--- src/rtl/i2c_pkg.sv ---
// Shared types for the I2C target: controller states, bus conditions and the R/W bit encoding.
package i2c_pkg;

    typedef enum logic [2:0] {
        IDLE,
        ADDR,
        ADDR_ACK,
        WRITE,
        WRITE_ACK,
        READ,
        READ_ACK,
        IGNORE
    } i2c_state_t;

    typedef enum logic [1:0] {
        NONE,
        START,
        STOP
    } bus_cond_t;

    localparam logic RW_WRITE = 1'b0;
    localparam logic RW_READ  = 1'b1;

endpackage

--- src/rtl/i2c_line_sync.sv ---
// SCL/SDA synchronizers, sample-tick divider and tick-qualified SCL edge / START / STOP detection.
module i2c_line_sync
    import i2c_pkg::*;
#(
    parameter int SAMPLE_DIV  = 32,
    parameter int SYNC_STAGES = 2
) (
    input  logic      clk,
    input  logic      reset,
    input  logic      scl_in,
    input  logic      sda_in,
    output logic      sda,
    output logic      scl_rise,
    output logic      scl_fall,
    output bus_cond_t cond
);

    localparam int DIV_W = (SAMPLE_DIV > 1) ? $clog2(SAMPLE_DIV) : 1;

    logic [SYNC_STAGES-1:0] scl_sync;
    logic [SYNC_STAGES-1:0] sda_sync;
    logic [DIV_W-1:0]       div_cnt;
    logic                   tick;
    logic                   scl;
    logic                   scl_prev;
    logic                   sda_prev;

    assign tick = (div_cnt == DIV_W'(SAMPLE_DIV - 1));
    assign scl  = scl_sync[SYNC_STAGES-1];
    assign sda  = sda_sync[SYNC_STAGES-1];

    // Synchronizers and previous-sample flops come out of reset at the idle bus level (high),
    // so releasing reset on an idle bus can never look like a START or STOP.
    // NOTE: sequential state uses non-blocking assignments so every flop samples pre-edge values.
    always_ff @(posedge clk or posedge reset) begin
        if (reset) begin
            scl_sync <= '1;
            sda_sync <= '1;
            div_cnt  <= '0;
            scl_prev <= 1'b1;
            sda_prev <= 1'b1;
        end else begin
            scl_sync <= {scl_sync[SYNC_STAGES-2:0], scl_in};
            sda_sync <= {sda_sync[SYNC_STAGES-2:0], sda_in};
            if (tick) begin
                div_cnt  <= '0;
                scl_prev <= scl;
                sda_prev <= sda;
            end else begin
                div_cnt <= div_cnt + DIV_W'(1);
            end
        end
    end

    assign scl_rise = tick & ~scl_prev & scl;
    assign scl_fall = tick & scl_prev & ~scl;

    always_comb begin
        cond = NONE;
        if (tick && scl_prev && scl) begin
            if (sda_prev && !sda) begin
                cond = START;
            end else if (!sda_prev && sda) begin
                cond = STOP;
            end
        end
    end

endmodule

--- src/rtl/i2c_target_ctrl.sv ---
// I2C target bus sequencer: address/data/ACK FSM, open-drain SDA control and rx/tx byte handshakes.
module i2c_target_ctrl
    import i2c_pkg::*;
#(
    parameter logic [6:0] DEVICE_ADDR = 7'h2A,
    parameter int         SAMPLE_DIV  = 32,
    parameter int         SYNC_STAGES = 2
) (
    input  logic       clk,
    input  logic       reset,
    input  logic       scl_in,
    input  logic       sda_in,
    output logic       sda_oe,
    output logic [7:0] rx_data,
    output logic       rx_valid,
    input  logic       rx_ready,
    output logic       tx_req,
    input  logic [7:0] tx_data,
    input  logic       tx_valid,
    output logic       start_pulse,
    output logic       stop_pulse,
    output logic       rstart_flag,
    output logic       overflow
);

    logic      sda;
    logic      scl_rise;
    logic      scl_fall;
    bus_cond_t cond;

    i2c_line_sync #(
        .SAMPLE_DIV  (SAMPLE_DIV),
        .SYNC_STAGES (SYNC_STAGES)
    ) u_line_sync (
        .clk      (clk),
        .reset    (reset),
        .scl_in   (scl_in),
        .sda_in   (sda_in),
        .sda      (sda),
        .scl_rise (scl_rise),
        .scl_fall (scl_fall),
        .cond     (cond)
    );

    i2c_state_t state, state_n;
    logic [2:0] bit_cnt, bit_cnt_n;
    logic [7:0] shift, shift_n;
    logic       ack_phase, ack_phase_n;
    logic       sda_oe_n;
    logic [7:0] rx_data_n;
    logic       rx_valid_n;
    logic       tx_req_n;
    logic       start_n;
    logic       stop_n;
    logic       rstart_n;
    logic       overflow_n;
    logic [7:0] tx_byte;

    assign tx_byte = tx_valid ? tx_data : 8'hFF;

    always_ff @(posedge clk or posedge reset) begin
        if (reset) begin
            state       <= IDLE;
            bit_cnt     <= '0;
            shift       <= '0;
            ack_phase   <= 1'b0;
            sda_oe      <= 1'b0;
            rx_data     <= '0;
            rx_valid    <= 1'b0;
            tx_req      <= 1'b0;
            start_pulse <= 1'b0;
            stop_pulse  <= 1'b0;
            rstart_flag <= 1'b0;
            overflow    <= 1'b0;
        end else begin
            state       <= state_n;
            bit_cnt     <= bit_cnt_n;
            shift       <= shift_n;
            ack_phase   <= ack_phase_n;
            sda_oe      <= sda_oe_n;
            rx_data     <= rx_data_n;
            rx_valid    <= rx_valid_n;
            tx_req      <= tx_req_n;
            start_pulse <= start_n;
            stop_pulse  <= stop_n;
            rstart_flag <= rstart_n;
            overflow    <= overflow_n;
        end
    end

    // ack_phase splits each ACK state into its two SCL falls: the first opens the ACK slot,
    // the second closes it and hands over to the next byte.
    always_comb begin
        // NOTE: every signal gets a default first so no path through this block infers a latch.
        state_n     = state;
        bit_cnt_n   = bit_cnt;
        shift_n     = shift;
        ack_phase_n = ack_phase;
        sda_oe_n    = sda_oe;
        rx_data_n   = rx_data;
        rx_valid_n  = rx_valid & ~rx_ready;
        tx_req_n    = 1'b0;
        start_n     = 1'b0;
        stop_n      = 1'b0;
        rstart_n    = rstart_flag;
        overflow_n  = 1'b0;

        if (cond == START) begin
            state_n     = ADDR;
            bit_cnt_n   = '0;
            shift_n     = '0;
            ack_phase_n = 1'b0;
            sda_oe_n    = 1'b0;
            start_n     = 1'b1;
            rstart_n    = (state != IDLE);
        end else if (cond == STOP) begin
            state_n     = IDLE;
            bit_cnt_n   = '0;
            ack_phase_n = 1'b0;
            sda_oe_n    = 1'b0;
            stop_n      = 1'b1;
        end else begin
            case (state)
                IDLE: begin
                end

                ADDR: begin
                    if (scl_rise) begin
                        shift_n   = {shift[6:0], sda};
                        bit_cnt_n = bit_cnt + 3'd1;
                        if (bit_cnt == 3'd7) begin
                            state_n = (shift[6:0] == DEVICE_ADDR) ? ADDR_ACK : IGNORE;
                        end
                    end
                end

                ADDR_ACK: begin
                    if (scl_fall) begin
                        if (!ack_phase) begin
                            sda_oe_n    = 1'b1;
                            ack_phase_n = 1'b1;
                        end else begin
                            ack_phase_n = 1'b0;
                            if (shift[0] == RW_READ) begin
                                state_n  = READ;
                                tx_req_n = 1'b1;
                                shift_n  = tx_byte;
                                sda_oe_n = ~tx_byte[7];
                            end else begin
                                state_n  = WRITE;
                                sda_oe_n = 1'b0;
                            end
                        end
                    end
                end

                WRITE: begin
                    if (scl_rise) begin
                        shift_n   = {shift[6:0], sda};
                        bit_cnt_n = bit_cnt + 3'd1;
                        if (bit_cnt == 3'd7) begin
                            state_n = WRITE_ACK;
                        end
                    end
                end

                WRITE_ACK: begin
                    if (scl_fall) begin
                        if (!ack_phase) begin
                            ack_phase_n = 1'b1;
                            if (!rx_valid || rx_ready) begin
                                rx_data_n  = shift;
                                rx_valid_n = 1'b1;
                                sda_oe_n   = 1'b1;
                            end else begin
                                overflow_n = 1'b1;
                                sda_oe_n   = 1'b0;
                            end
                        end else begin
                            ack_phase_n = 1'b0;
                            sda_oe_n    = 1'b0;
                            state_n     = WRITE;
                        end
                    end
                end

                READ: begin
                    // The byte is shifted left after each master sample, so shift[7] is always the next bit.
                    if (scl_rise) begin
                        shift_n   = {shift[6:0], 1'b0};
                        bit_cnt_n = bit_cnt + 3'd1;
                        if (bit_cnt == 3'd7) begin
                            state_n = READ_ACK;
                        end
                    end else if (scl_fall) begin
                        sda_oe_n = ~shift[7];
                    end
                end

                READ_ACK: begin
                    if (scl_fall) begin
                        if (!ack_phase) begin
                            sda_oe_n    = 1'b0;
                            ack_phase_n = 1'b1;
                        end else begin
                            ack_phase_n = 1'b0;
                            state_n     = READ;
                            tx_req_n    = 1'b1;
                            shift_n     = tx_byte;
                            sda_oe_n    = ~tx_byte[7];
                        end
                    end else if (scl_rise && ack_phase && sda) begin
                        ack_phase_n = 1'b0;
                        state_n     = IGNORE;
                    end
                end

                IGNORE: begin
                    sda_oe_n = 1'b0;
                end

                default: begin
                    state_n  = IDLE;
                    sda_oe_n = 1'b0;
                end
            endcase
        end
    end

endmodule

--- config.mk ---
export PLATFORM = sky130hd
export DESIGN_NAME = i2c_target_ctrl
export DESIGN_NICKNAME = d
export VERILOG_FILES = /design/src/rtl/i2c_pkg.sv /design/src/rtl/i2c_line_sync.sv /design/src/rtl/i2c_target_ctrl.sv
export SDC_FILE = /design/constraint.sdc
export NUM_CORES = 1
export LEC_CHECK = 0
export ABC_AREA = 1
export CORE_AREA = 3 3 79 66
export CTS_CLUSTER_DIAMETER = 150
export CTS_CLUSTER_SIZE = 12
export DETAILED_ROUTE_END_ITERATION = 8
export DIE_AREA = 0 0 82 69
export PLACE_DENSITY_LB_ADDON = 0.05
export SYNTH_ARGS = -nofsm -noshare
export SYNTH_HDL_FRONTEND = slang
export SYNTH_SLANG_ARGS = --single-unit
--- constraint.sdc ---
create_clock -name clk -period 2.1 [get_ports clk]
set_input_delay 0.42 -clock clk [delete_from_list [all_inputs] [get_ports clk]]
set_output_delay 0.42 -clock clk [all_outputs]
set_load 0.005 [all_outputs]
# Word-level counts from Yosys, hierarchy flattened
# Cells that the tools add are included.
dict set report totals {
  register_bits 41
  latch_bits 0
  ramBits 0
  rom_bits 0
  in_bits 14
  out_inout_bits 15
  elab_cells 176
  memories 0
}
dict set report classes {
  n_addsub 2
  mul 0
  n_div 0
  order_cmp 0
  n_eq_ne 36
  shift 0
  muxes 80
  bitwise 13
  reduce_logical 27
}
# op count
set op_table {}
lappend op_table {{2-to-1 mux 8 bit} 10}
lappend op_table {{2-to-1 mux 3 bit} 21}
lappend op_table {{inequality test 4 bit (second input constant)} 13}
lappend op_table {{2-to-1 mux 1 bit} 40}
lappend op_table {{case mux 8 bit (4 select lines)} 1}
lappend op_table {{inequality test 3 bit (second input constant)} 6}
lappend op_table {{case mux 3 bit (6 select lines)} 1}
lappend op_table {{equality test 3 bit (second input constant)} 5}
lappend op_table {{AND reduction 13 bit} 1}
lappend op_table {{AND reduction 6 bit} 2}
lappend op_table {{inequality test 5 bit (second input constant)} 2}
lappend op_table {{AND reduction 9 bit} 1}
lappend op_table {{nonzero test 3 bit} 3}
lappend op_table {{NOT 1 bit} 8}
lappend op_table {{AND reduction 8 bit} 1}
lappend op_table {{nonzero test 8 bit} 1}
lappend op_table {{equality test 7 x 6 -> 1 bit (second input constant)} 1}
lappend op_table {{nonzero test 7 bit} 1}
lappend op_table {{equality test 3 x 2 -> 1 bit (second input constant)} 2}
lappend op_table {{logical AND 1 bit} 6}
lappend op_table {{2-to-1 mux 2 bit} 3}
lappend op_table {{adder 5 x 1 -> 5 bit (second input constant)} 1}
lappend op_table {{AND 1 bit} 5}
lappend op_table {{equality test 5 bit (second input constant)} 1}
lappend op_table {{other kinds (18)} 22}

# Longest topological paths before layout
# Gate-level depths: netlist of the first run.
dict set report depth {
  word_depth 10
  mapped_depth 14
  depth_no_buf 13
}

# By module
# From an unflattened synthesis of the first run, not the netlist that was laid out.
dict set report hier_totals {
  hier_cells 333
  hier_area_um2 2555.0
}
# mod instances cells_each area_each_um2 seq_area_each_um2
set by_module_without_submodules {}
lappend by_module_without_submodules {i2c_target_ctrl 1 295 2138.3 750.7}
lappend by_module_without_submodules {i2c_line_sync 1 38 416.6 282.8}

# Worst setup path after synthesis of the first run
# No wires, ideal clock.
dict set report synth_timing {
  kind {register to register}
  start {reg u_line_sync.div_cnt[0]}
  end {reg shift[2]}
  setup_ns 0.117
  arrival_time_ns 1.721
  required_ns 1.983
  slack_ns 0.263
  stages_incl_launch_ff 14
  path_buffers 0
  synth_period_minus_slack_ns 1.837
  path_cell_list {dfrtp_1 > ha_1 > nand2_1 > nor2_1 > ha_1 > nand2_1 > nor2_1 > nor2_1 > nand2_1 > nand3_4 > nor2_8 > nand2_4 > nand2_1 > nand2_1}
}
dict set report synth_via {
  elab_chain_len 7
  word_cells_on_any_way 21
  classes_between {eq/ne: 11; mux: 2; bitwise: 4; reduce/logical: 4}
}
# element line
set synth_rtl {}
lappend synth_rtl {{from (decl)} i2c_line_sync.sv:22} ;# logic [DIV_W-1:0] div_cnt;
lappend synth_rtl {{from (signal assigned)} i2c_line_sync.sv:50} ;# div_cnt <= div_cnt + DIV_W'(1);
lappend synth_rtl {{equality test 5 bit (*)} i2c_line_sync.sv:28} ;# assign tick = (div_cnt == DIV_W'(SAMPLE_DIV - 1));
lappend synth_rtl {{logical AND 1 bit (2 in a row)} i2c_line_sync.sv:60} ;# if (tick && scl_prev && scl) begin
lappend synth_rtl {{2-to-1 mux 2 bit} i2c_line_sync.sv:60}
lappend synth_rtl {{equality test 2 x 1 -> 1 bit / equality test 2 bit (equally long branches)} {i2c_target_ctrl.sv:108, i2c_target_ctrl.sv:116}}
lappend synth_rtl {{inequality test 3 bit (no line) (tied with other cells)} -}
lappend synth_rtl {{AND reduction 9 bit (no line)} -}
lappend synth_rtl {{to (signal assigned)} i2c_target_ctrl.sv:78} ;# shift <= shift_n;
lappend synth_rtl {{to (decl)} i2c_target_ctrl.sv:47} ;# logic [7:0] shift, shift_n;
# Every way passes the cells marked *; elsewhere a longest branch is shown, timed or not.
# A chain may end at the register's enable or synchronous reset.

# Worst setup path in the final report of the first run
dict set report layout_timing {
  start {reg u_line_sync.div_cnt[0]}
  end {reg shift[1]}
}
# The elaborated chain is that of the path after synthesis.

==> results.json, run 1 <==
{
  "status": "finished, final reports clean",
  "wl_met3_um": 451,
  "whs_ps": 358.9,
  "hold_class": "reg -> reg",
  "p_total_mw": 1.503,
  "tns_ps": 0,
  "grt_max_degree": 42,
  "hpwl_um": 4204,
  "ant_nets": 0,
  "dr_wl_met2_um": 2430,
  "power_density_nw_per_um2": 484.5,
  "crit_arrival_ps": 2300,
  "setup_viol": 0,
  "r2r_setup_slack_ps": 30,
  "synth.distinct_cells": 32,
  "cpMostUsedCell": "nand2_2",
  "clock.fmax_ghz": 0.4842,
  "yosys_warnings": 0,
  "path_cells": "ha_2, nand2_2, nor2_1, ha_2, nand2_2, nor2_4, nand2_4, buf_6, nand2_2, nand2_2, nor2_8, buf_12, nand3_1, nand2_1",
  "rows": 22,
  "top_layer": "met4",
  "synthToLayoutAreaGrowth_pct": 25.77,
  "slew_viol_final": 0,
  "comb_power_share_pct": 4.8,
  "crit_type": "reg -> reg",
  "syn_area_per_cell_um2": 7.755,
  "die_area_um2": 5658,
  "drive_above_1_share_pct": 22.83,
  "initial_utilization_pct": 54.63,
  "cp-end-kind": "flop",
  "rsz0062_at_grt": "yes",
  "drt_pre_antenna_iters": 5,
  "final-seq-area_um2": 1033,
  "htree_levels": 2,
  "swShare_pct": 21.02,
  "cpPeakStageDelay_ps": 380,
  "cts.sinks": 41,
  "max_slew_margin_pct": 64.89,
  "syn-cell-area_um2": 2466,
  "drtIter0Drc": 249,
  "peakVddDrop_mv": 0.4487,
  "fin_skew_ps": 5.701,
  "die_h_um": 69,
  "multi_input_comb_area_um2": 1280,
  "post-route-period-util_pct": 98.34,
  "gr-usage-all-layers_pct": 21.76,
  "grt.overflow.total": 0,
  "ys_ff_latch": 41,
  "viasPerCell": 5.336,
  "cts-root-buf": "clkbuf_8",
  "worst_pin_slew_ps": 526.7,
  "final_common_cell": "nand2_1",
  "ios": 29,
  "post_drt_wl_per_cell_um": 13.60,
  "route.detailed.drc": 0,
  "p_leak_nw": 1.535,
  "pwr-share-clk_pct": 41.5,
  "finalNetCount": 385,
  "place_congestion": 0.8881,
  "max_cap_violations": 0,
  "clock_latency_ps": 290,
  "grt_pass1_wl_um": 9611,
  "start_kind": "flop",
  "clk_pin_slew_ps": 80,
  "first_global_vias": 2046,
  "cts_tree": "built",
  "fin_crit_ps": 2065,
  "finalHoldViolations": 0,
  "fp.dieW_um": 82,
  "drt-met1-wl_um": 2855,
  "antenna_cells": 0,
  "dr_total_vias": 2284,
  "core_area_um2": 4514,
  "wl_um": 5820,
  "antenna_found_initial": 0,
  "final_cell_mix": "nand2_1 (94), nand3_1 (38), dfrtp_1 (35)",
  "p_int_mw": 1.187,
  "clockBufferDepth": 2,
  "critPathSlowestCell": "dfrtp_1",
  "setup_slack_ps": 34.86,
  "netSwitchingPower_mw": 0.3160,
  "portBuffers": 28,
  "nFillCells": 376,
  "synth_nets": 336,
  "cts_inserted_buffers": 5,
  "required_ps": 2330,
  "synth_cells": 318,
  "path_max_fanout": 8,
  "holdBufCountCts": 0,
  "seq_area_frac_synth_pct": 41.91,
  "p_seq_share_pct": 53.7,
  "preCtsSetupSlack_ps": 34.64
}
## area by class of cell
type                    count  share of cell area, %
clock buffers               6                  2.340
clock inverters             2                  1.129
inverters                  32                  4.115
multi-input cells         237                  41.27
flip-flops and latches     41                  33.32
well taps                  60                  2.420
repair buffers             50                  15.41
## repair_timing
item,4_1_cts,5_1_grt
gates resized for setup,0,15
setup endpoints to repair,0,13
buffers inserted,0,12
## per-stage QoR
step	cell area (um^2)	util, %	instances
after floorplan	2466	-	318
after global placement	2818	62.42	408
after detailed placement	2818	62.42	408
after CTS	2925	64.80	416
after global routing	3102	68.71	428
final	3102	68.71	428
## final timing paths
| path | start | endpoint | cells past startpoint |
|---|---|---|---|
| max | u_line_sync.div_cnt[0] | shift[1] | 14 |
| min | u_line_sync.sda_sync[0] | u_line_sync.sda_sync[1] | 0 |
| max reg2reg | u_line_sync.div_cnt[0] | shift[1] | 14 |
| min reg2reg | u_line_sync.sda_sync[0] | u_line_sync.sda_sync[1] | 0 |
| max in group asynchronous | reset | u_line_sync.scl_sync[0] | 3 |
| min in group asynchronous | reset | rx_data[6] | 3 |
## power groups by stage
stage               clock, mW  sequential, mW  combinational (mW)
finish                  0.624           0.807              0.0723
floorplan                   0           0.818              0.0363
CTS                     0.633           0.805              0.0709
global placement            0           0.820              0.0701
global route            0.675           0.807              0.0809
detailed placement          0           0.820              0.0705
## routing by layer
metal / track usage, % / vias to the layer above
li1: - / 1121
met1: 34.96 / 1043
met2: 28.25 / 112
met3: 4.569 / 8
met4: 7.749 / 0
met5: 0 / -
## worst max-delay path: cells and delay by family (launching register included)
family	cells	cell delay [ps]
adder cells (fa/ha/maj)	2	410
buffers and inverters	2	280
flip-flops	1	380
AND/OR/NAND/NOR	10	930
## cells by family after synthesis
group           count (synthesis)  share of synthesized area [%]
buf+inv                        40                          8.371
compound gates                 30                          6.951
xor+xnor                        2                         0.7104
mux                             1                         0.4566
fa+ha+maj                       4                          2.030
flops                          41                          41.91
simple gates                  200                          39.57
## state kept, by name, indices dropped and copies added, names as in the netlist
register and flops:
ack_phase 1, overflow 1, u_line_sync.sda_sync 2, stop_pulse 1, bit_cnt 3, u_line_sync.scl_sync 2
u_line_sync.div_cnt 5, tx_req 1, rstart_flag 1, sda_oe 1, start_pulse 1, u_line_sync.scl_prev 1
shift 8, rx_data 8, state 3, rx_valid 1, u_line_sync.sda_prev 1
## cell usage after synthesis
cell type	count	area share [%]
ha_1	4	2.0
nand3_1	40	8.1
nand3_2	2	0.81
mux2_2	1	0.46
inv_2	6	0.91
dfrtp_1	35	36
nor2_4	3	1.4
nand4_1	3	0.76
inv_4	3	0.76
xor2_1	2	0.71
buf_4	1	0.30
a21oi_1	8	1.6
o21ai_2	1	0.36
nand2_2	8	2.0
inv_1	23	3.5
nor2_2	2	0.51
nor2_8	2	1.6
nor3b_1	1	0.30
nand2_1	97	15
a21oi_2	1	0.36
or2_2	6	1.5
dfstp_2	6	6.4
buf_6	6	2.7
o21ai_0	14	2.8
nor2_1	31	4.7
nand2_4	2	0.91
o211ai_1	3	0.91
nand3_4	3	2.1
a2111oi_0	1	0.36
o21bai_1	1	0.30
o21ai_1	1	0.20
clkbuf_1	1	0.15
(Power assumes the default switching activity.)
==> run 2: changes to the inputs <==
--- a/config.mk
+++ b/config.mk
@@ -12,6 +12,7 @@
 export DETAILED_ROUTE_END_ITERATION = 8
 export DIE_AREA = 0 0 82 69
 export PLACE_DENSITY_LB_ADDON = 0.05
+export SETUP_SLACK_MARGIN = 0.4
 export SYNTH_ARGS = -nofsm -noshare
 export SYNTH_HDL_FRONTEND = slang
 export SYNTH_SLANG_ARGS = --single-unit
==> run 2 against run 1 <==
Against the previous run:
- final area grew 4.6%
- routed wire length grew 5.5%
- utilization grew 3.2 points
- cell count grew 2.6%
- critical path depth is the same
- combinational power is essentially flat
- die area is the same
- critical path type unchanged
- critical endpoint is now shift[2]
- non-clock buffer count grew 11
==> results.json, run 2 (same netlist as run 1, synthesis figures left out) <==
{
  "dr_total_vias": 2273,
  "antenna_found_initial": 0,
  "cts_inserted_buffers": 5,
  "ant_nets": 0,
  "post_drt_wl_per_cell_um": 13.98,
  "min_to": "u_line_sync.sda_sync[1]",
  "die_area_um2": 5658,
  "cts_tree": "built",
  "status": "finished, final reports clean",
  "max_slew_margin_pct": 65.06,
  "setup_viol": 0,
  "r2r_setup_slack_ps": 130,
  "cts-root-buf": "clkbuf_8",
  "fin_skew_ps": 7.593,
  "p_total_mw": 1.516,
  "grt_pass1_wl_um": 10430,
  "post-route-period-util_pct": 93.78,
  "fp.dieW_um": 82,
  "grt_max_degree": 42,
  "finalNetCount": 396,
  "nFillCells": 368,
  "portBuffers": 28,
  "hold_class": "reg -> reg",
  "die_h_um": 69,
  "worst_pin_slew_ps": 524.2,
  "drt_pre_antenna_iters": 4,
  "cts.sinks": 41,
  "path_max_fanout": 8,
  "fin_crit_ps": 1969,
  "worstHoldStart": "u_line_sync.sda_sync[0]",
  "r2r_cells": 14,
  "final_cell_mix": "nand2_1 (90), nand3_1 (37), dfrtp_1 (35)",
  "htree_levels": 2,
  "cp-end-kind": "flop",
  "design_area_um2": 3244,
  "synthToLayoutAreaGrowth_pct": 31.56,
  "antenna_cells": 0,
  "required_ps": 2300,
  "route.detailed.drc": 0,
  "rows": 22,
  "hold-path-cell-count": 0,
  "grt.overflow.total": 0,
  "crit_arrival_ps": 2170,
  "whs_ps": 357.0,
  "p_leak_nw": 1.613,
  "start_kind": "flop",
  "final_common_cell": "nand2_1",
  "slew_viol_final": 0,
  "crit_type": "reg -> reg",
  "placed_cell_area_um2": 2823,
  "ios": 29,
  "first_global_vias": 2185,
  "top_regs": "rx_data (8), shift (8), u_line_sync.div_cnt (5)",
  "peakVddDrop_mv": 0.3604,
  "clockBufferDepth": 2,
  "drtIter0Drc": 252,
  "core_area_um2": 4514,
  "wl_um": 6138,
  "initial_utilization_pct": 54.63,
  "hpwl_um": 4178,
  "max_cap_violations": 0,
  "finalHoldViolations": 0,
  "power_density_nw_per_um2": 467.3,
  "r2r-end": "shift[2]",
  "clock.fmax_ghz": 0.5078,
  "drive_above_1_share_pct": 27.70,
  "place_congestion": 0.9264,
  "gr-usage-all-layers_pct": 23.53,
  "tns_ps": 0,
  "rsz0062_at_grt": "yes",
  "viasPerCell": 5.178,
  "final_util_pct": 71.87,
  "clk_pin_slew_ps": 80,
  "clock_latency_ps": 300,
  "rr_startpoint": "u_line_sync.div_cnt[0]"
}
[run 2: power breakdown]
| group | leakage [nW] | total, mW | internal [mW] | switching [mW] |
|---|---|---|---|---|
| clock network | 0.0554 | 0.637 | 0.357 | 0.280 |
| logic | 1.06 | 0.0723 | 0.0345 | 0.0377 |
| registers | 0.496 | 0.807 | 0.800 | 0.00715 |
[run 2: what timing repair did]
action,in CTS,in global routing
buffers inserted,12,11
cloned,1,0
hold buffers,0,0
endpoints found under the setup margin,25,28
pin swaps,21,10
resized for setup,25,10
[run 2: metrics by stage]
| step | std cells | setup slack [ps] |
|---|---|---|
| finish | 439 | 130.5 |
| global route | 439 | -35.33 |
| CTS | 428 | 112.5 |
| detailed placement | 407 | -18.34 |
| global placement | 407 | 17.46 |
| floorplan | 318 | 267.0 |
[run 2: area by class of cell]
cell class	count	area [um^2]	share of cell area (%)
multi-input cells	237	1343	41.38
repair buffers	61	554.3	17.08
clock inverters	2	38.79	1.196
well taps	60	75.07	2.314
flip-flops and latches	41	1033	31.85
clock buffers	6	72.57	2.237
inverters	32	127.6	3.934
[run 2: worst max-delay path, stage by stage, from the launching register on]
cell and delay [ps]:
dfrtp_1 370, ha_2 190, nand2_2 70, nor2_4 100, ha_4 160, nand2_4 70, nor2_4 100, nand2_4 100
buf_6 150, nand2_4 60, nand3_4 90, nor2_8 150, nand2_4 110, nand2_1 90, nand2_1 50
[run 2: worst max-delay path by stage]
stage                           startpoint  slack [ps]  endpoint  depth (start not counted)
global placement    u_line_sync.div_cnt[0]          20  shift[6]                         14
floorplan           u_line_sync.div_cnt[0]         270  shift[2]                         13
detailed placement  u_line_sync.div_cnt[0]         -20  shift[6]                         14
global route        u_line_sync.div_cnt[0]         -40  shift[2]                         14
CTS                 u_line_sync.div_cnt[0]         110  shift[5]                         14
finish              u_line_sync.div_cnt[0]         130  shift[2]                         14
[run 2: metal layers]
layer	up-vias	part of all wire, %	GRT usage [%]
li1	1136	-	-
met1	1046	47	36.33
met2	82	44	32.74
met3	9	8.0	5.614
met4	0	1.1	6.089
met5	-	0	0
